[src/rtl/lsu_pkg.sv]
// lsu_pkg: shared FSM state type, RV32I load/store funct3 encodings and access-size helper
package lsu_pkg;
  typedef enum logic [1:0] {IDLE, ACC0, ACC1, RESP} state_t;
  localparam logic [2:0] F3_B  = 3'b000;
  localparam logic [2:0] F3_H  = 3'b001;
  localparam logic [2:0] F3_W  = 3'b010;
  localparam logic [2:0] F3_BU = 3'b100;
  localparam logic [2:0] F3_HU = 3'b101;
  function automatic logic [2:0] size_of(input logic [2:0] f3);
    return f3[1:0] == 2'b00 ? 3'd1 : f3[1:0] == 2'b01 ? 3'd2 : 3'd4;
  endfunction
endpackage

[src/rtl/lsu_align.sv]
// lsu_align: byte-lane masks, lane-shifted store words and extended load result for one access
module lsu_align
  import lsu_pkg::*;
(
  input  logic [2:0]  funct3,
  input  logic [1:0]  off,
  input  logic [31:0] wdata,
  input  logic [31:0] hi,
  input  logic [31:0] lo,
  output logic [3:0]  bmask0,
  output logic [3:0]  bmask1,
  output logic [31:0] wdata0,
  output logic [31:0] wdata1,
  output logic [31:0] rdata
);
  logic [7:0]  mask;
  logic [31:0] raw;
  always_comb begin
    mask   = ((8'd1 << size_of(funct3)) - 8'd1) << off;
    bmask0 = mask[3:0];
    bmask1 = mask[7:4];
    wdata0 = wdata << {off, 3'b000};
    wdata1 = wdata >> (6'd32 - {1'b0, off, 3'b000});
    raw    = 32'({hi, lo} >> {off, 3'b000});
    rdata  = funct3 == F3_B  ? {{24{raw[7]}}, raw[7:0]} :
             funct3 == F3_H  ? {{16{raw[15]}}, raw[15:0]} :
             funct3 == F3_BU ? {24'd0, raw[7:0]} :
             funct3 == F3_HU ? {16'd0, raw[15:0]} : raw;
  end
endmodule

[src/rtl/lsu_ctrl.sv]
// lsu_ctrl: single-outstanding RV32I load/store initiator; splits word-crossing accesses in two
module lsu_ctrl
  import lsu_pkg::*;
#(
  parameter int ADDR_W        = 12,
  parameter bit MISALIGNED_EN = 1'b1
) (
  input  logic        i_clk,
  input  logic        i_reset_n,
  input  logic        i_req_valid,
  output logic        o_req_ready,
  input  logic        i_req_store,
  input  logic [2:0]  i_req_funct3,
  input  logic [31:0] i_req_addr,
  input  logic [31:0] i_req_wdata,
  output logic [31:0] o_mem_addr,
  output logic [31:0] o_mem_wdata,
  output logic [3:0]  o_mem_bmask,
  output logic        o_mem_wren,
  input  logic [31:0] i_mem_rdata,
  output logic        o_rsp_valid,
  output logic        o_rsp_err,
  output logic [31:0] o_rsp_rdata
);
  state_t             state, state_nx;
  logic               store_q, err_q;
  logic [2:0]         f3_q;
  logic [ADDR_W-1:0]  addr_q;
  logic [31:0]        wdata_q, lo_q, hi_q;
  logic [2:0]         req_size;
  logic               req_split, req_err, accept, split_q, acc0, acc1, resp;
  logic [ADDR_W-3:0]  widx1;
  logic [3:0]         bm0, bm1;
  logic [31:0]        wd0, wd1, ld;
  lsu_align u_align (
    .funct3(f3_q), .off(addr_q[1:0]), .wdata(wdata_q), .hi(hi_q), .lo(lo_q),
    .bmask0(bm0), .bmask1(bm1), .wdata0(wd0), .wdata1(wd1), .rdata(ld)
  );
  always_comb begin
    req_size  = size_of(i_req_funct3);
    req_split = ({1'b0, i_req_addr[1:0]} + req_size) > 3'd4;
    req_err   = (i_req_store ? i_req_funct3[2] : (i_req_funct3[1:0] == 2'b11 || i_req_funct3[2:1] == 2'b11))
              | (|i_req_addr[31:ADDR_W])
              | (MISALIGNED_EN ? (req_split && &i_req_addr[ADDR_W-1:2])
                               : |(i_req_addr[1:0] & 2'(req_size - 3'd1)));
    o_req_ready = state == IDLE;
    accept   = i_req_valid & o_req_ready;
    split_q  = ({1'b0, addr_q[1:0]} + size_of(f3_q)) > 3'd4;
    acc0     = state == ACC0;
    acc1     = state == ACC1;
    resp     = state == RESP;
    state_nx = state == IDLE ? (accept ? (req_err ? RESP : ACC0) : IDLE) :
               acc0 ? (split_q ? ACC1 : RESP) :
               acc1 ? RESP : IDLE;
    widx1       = addr_q[ADDR_W-1:2] + (ADDR_W-2)'(1);
    o_mem_addr  = acc0 ? 32'({addr_q[ADDR_W-1:2], 2'b00}) : acc1 ? 32'({widx1, 2'b00}) : '0;
    o_mem_bmask = acc0 ? bm0 : acc1 ? bm1 : 4'b0000;
    o_mem_wdata = acc0 ? wd0 : acc1 ? wd1 : '0;
    // a write coinciding with an asserted reset edge is dropped, so an aborted split keeps its second word
    o_mem_wren  = (acc0 | acc1) & store_q & i_reset_n;
    o_rsp_valid = resp;
    o_rsp_err   = resp & err_q;
    o_rsp_rdata = (resp & ~err_q & ~store_q) ? ld : '0;
  end
  always_ff @(posedge i_clk) begin
    if (!i_reset_n) begin
      state <= IDLE;
      err_q <= 1'b0;
    end else begin
      state <= state_nx;
      if (accept) begin
        store_q <= i_req_store;
        f3_q    <= i_req_funct3;
        addr_q  <= i_req_addr[ADDR_W-1:0];
        wdata_q <= i_req_wdata;
        err_q   <= req_err;
        hi_q    <= '0;
      end
      if (acc0) lo_q <= i_mem_rdata;
      if (acc1) hi_q <= i_mem_rdata;
    end
  end
endmodule

[config.mk]
export PLATFORM = sky130hd
export DESIGN_NAME = lsu_ctrl
export DESIGN_NICKNAME = d
export VERILOG_FILES = /design/src/rtl/lsu_pkg.sv /design/src/rtl/lsu_align.sv /design/src/rtl/lsu_ctrl.sv
export SDC_FILE = /design/constraint.sdc
export NUM_CORES = 1
export LEC_CHECK = 0
export ABC_AREA = 0
export BUFFER_PORTS_ARGS = -buffer_cell sky130_fd_sc_hd__buf_2
export CAP_MARGIN = 15
export CELL_PAD_IN_SITES_DETAIL_PLACEMENT = 0
export CELL_PAD_IN_SITES_GLOBAL_PLACEMENT = 1
export CORE_MARGIN = 2
export CORE_UTILIZATION = 39
export DETAILED_ROUTE_END_ITERATION = 10
export PLACE_DENSITY = 0.89
export SYNTH_ARGS = -nofsm -noshare
export SYNTH_HDL_FRONTEND = slang
export SYNTH_SLANG_ARGS = --single-unit
[constraint.sdc]
create_clock -name i_clk -period 3.3 [get_ports i_clk]
set_input_delay 0.66 -clock i_clk [delete_from_list [all_inputs] [get_ports i_clk]]
set_output_delay 0.66 -clock i_clk [all_outputs]
set_load 0.02 [all_outputs]
==> metrics <==
Cells after Synth=608; FMAX=319 MHz; detailed-route DRC error count=0; Clock Tree Root=clkbuf_16; CP Capture Type=output port; worst-path cell chain=buf_4 -> buf_4 -> mux2_2 -> a21oi_1 -> o21ai_0 -> buf_2; DR WL/cell=17.2 µm; vias in the first global route=4913; # fillers=1580; crit share post-route=95.0%; total number of yosys warnings=0; Core Area=0.0165 mm²; most used cell, CP=buf_4; Critical Path Max Stage Delay=0.44 ns; Max H-tree Level=3; # IOs=207; pre-CTS setup slack=0.463 ns; Hold Crit Depth=1; FF-to-FF setup slack=0.98 ns; routed vias=5297; die area=0.0178 mm²; post-route ant nets=0; drt via density=5.28; top cells by area, synth=edfxtp_1 (48%), mux2i_1 (9.1%), nand2_1 (4.9%); post-synth top area share=47.9%; starting DRC count in detailed routing=346; final hold vios=0; WS Path Type=flop to output port; placed wire-length estimate=12600 µm; Total GRT Usage=19.0%; Initial Util=39.6%; Die X=133 µm; cell taking the most area after synthesis=edfxtp_1; initial antenna violation count=2; first-pass GRT wire length=26300 µm; drt first pass iters=4; gr ovfl total=0; setup ws final=0.165 ns; Distinct cells, synth=48; setup TNS=0 ns; CTS Sinks=107; Worst EP required=2.64 ns; RR Endpoint=state[0]$_SDFF_PN0_; status=complete, no violations; cell with the most instances after synthesis=edfxtp_1; HP Start=i_req_wdata[2]; DIE HEIGHT=133 µm; Clock Latency Late Sink=0.36 ns; unrepaired setup endpoints after global routing=false; static leakage=3.40 nW; Slew @ Worst Pin=0.667 ns; asr flop ratio synth=0%; Crit path depth=6; Worst Hold Path EP=wdata_q[2]$_DFFE_PP_; nets@finish=892; Relative slew margins=55.4%; most frequent cells after synthesis=edfxtp_1 (104), nand2_1 (85), mux2i_1 (59), a21oi_1 (28), nor2_1 (28); crit-path leading delay family=buffers and inverters; site row count=47; PwrDens=437 mW/mm²; sequential fraction of the synthesis area=48.9%; IO Port Bufs=184; worst r2r src=f3_q[1]$_DFFE_PP_; maxcap violations=0; Synth Register Bits=107; fin crit period=3.14 ns; mapped cell area=0.00651 mm²; number of synthesized flops with an enable pin=104; predominant post-synthesis flop cell=edfxtp_1; final setup vio count=0; HP Class=input port to flop; Max VDD drop=242 µV; total CTS buffers=9; worst clock skew=0.0138 ns; CP bufs+invs=3; pin count of the biggest net entering global routing=50; R2R cell count=8; final WL=17200 µm; CTS Buffer Depth=2; Worst path slowest cell=buf_4; Max FO, Critical Path=35; startpoint types=flop; CTS tree=built; routability cong.=0.856; layout cells sized above 1=32.4%; Worst Path Arrival=2.48 ns; Slew Limit Fails=0; clock slew at reported path FFs=0.08 ns; Synth Area per Inst=10.7 µm²; area grow syn2layout=20.8%
[stage by stage]
stage | hold WS (ns) | std cells | power [mW] | util [%] | cell area [µm²]
finish | 0.477 | 1003 | 3.44 | 47.8 | 7870
global route | 0.460 | 1001 | 3.59 | 47.8 | 7860
CTS | 0.462 | 999 | 3.46 | 47.6 | 7830
detailed placement | 0.557 | 984 | 2.45 | 45.9 | 7560
global placement | 0.547 | 984 | 2.44 | 45.9 | 7560
floorplan | 0.521 | 629 | 2.20 | - | 6590
[cell usage in the layout (no fill, tap or decap), types with 14 or more instances in the layout]
master / netlist / layout
a211oi_1: 14 / 14
a21oi_1: 28 / 28
a22o_1: 21 / 21
and2_1: 27 / 27
buf_2: 15 / 184
buf_4: 23 / 18
conb_1: 1 / 22
edfxtp_1: 104 / 104
mux2_2: 20 / 20
mux2i_1: 59 / 59
nand2_1: 85 / 85
nor2_1: 28 / 27
o21ai_0: 21 / 21
[sequential cells by signal (all words and copies together), names as in the netlist]
signal / cells
addr_q: 12
err_q: 1
f3_q: 3
hi_q: 24
lo_q: 32
state: 2
store_q: 1
wdata_q: 32
[kinds of logic (layout without fill, tap and decap cells)]
kind of cell | after synthesis | count (layout) | share of synthesized area (%)
flip-flops | 107 | 107 | 48.9
AO/OA/AOI/OAI | 141 | 141 | 15.3
buffers and inverters | 75 | 227 | 6.05
XOR/XNOR | 2 | 2 | 0.269
AND/OR/NAND/NOR | 189 | 189 | 13.6
other | 1 | 24 | 0.0576
adder cells (fa/ha/maj) | 12 | 12 | 2.54
multiplexers | 81 | 81 | 13.3
[per-layer routing]
metal,routed length (µm),part of all wire [%],track usage [%],vias to the layer above
met5,0,0,0,-
met4,405,2.4,7.74,0
met3,1100,6.4,3.84,24
met2,8250,48,29.8,206
met1,7450,43,25.8,2529
li1,-,-,-,2538
[cell type report]
class	count	area (µm²)	area share [%]
Timing Repair Buffer	203	1080	13.7
Inverter	9	33.8	0.429
Antenna cell	2	5.00	0.0636
Tap cell	220	275	3.50
Sequential cell	107	3180	40.5
Clock buffer	10	229	2.91
Multi-Input combinational cell	447	3020	38.4
Clock inverter	5	46.3	0.588
[power by group]
part	switching, mW	total (mW)	internal, mW
combinational	0.475	0.766	0.291
sequential	0.0555	1.66	1.60
clock	0.495	1.02	0.520
total	1.03	3.44	2.41
[how the worst max path moves through the flow]
| stage | to | from |
|---|---|---|
| after floorplan | o_mem_wdata[24] | addr_q[0]$_DFFE_PP_ |
| final | o_rsp_rdata[17] | addr_q[1]$_DFFE_PP_ |
| after global routing | o_rsp_rdata[17] | addr_q[1]$_DFFE_PP_ |
| after CTS | o_mem_wdata[29] | addr_q[1]$_DFFE_PP_ |
| after detailed placement | o_mem_wdata[29] | addr_q[1]$_DFFE_PP_ |
| after global placement | o_mem_wdata[6] | state[1]$_SDFF_PN0_ |
[what timing repair did]
| item | in CTS | in global routing |
|---|---|---|
| gates resized for setup | 0 | 1 |
| hold buffers | 0 | 0 |
| setup endpoints to repair | 0 | 16 |
| buffers inserted | 0 | 2 |
| hold endpoints to repair | 0 | 0 |
(Power assumes the default switching activity.)
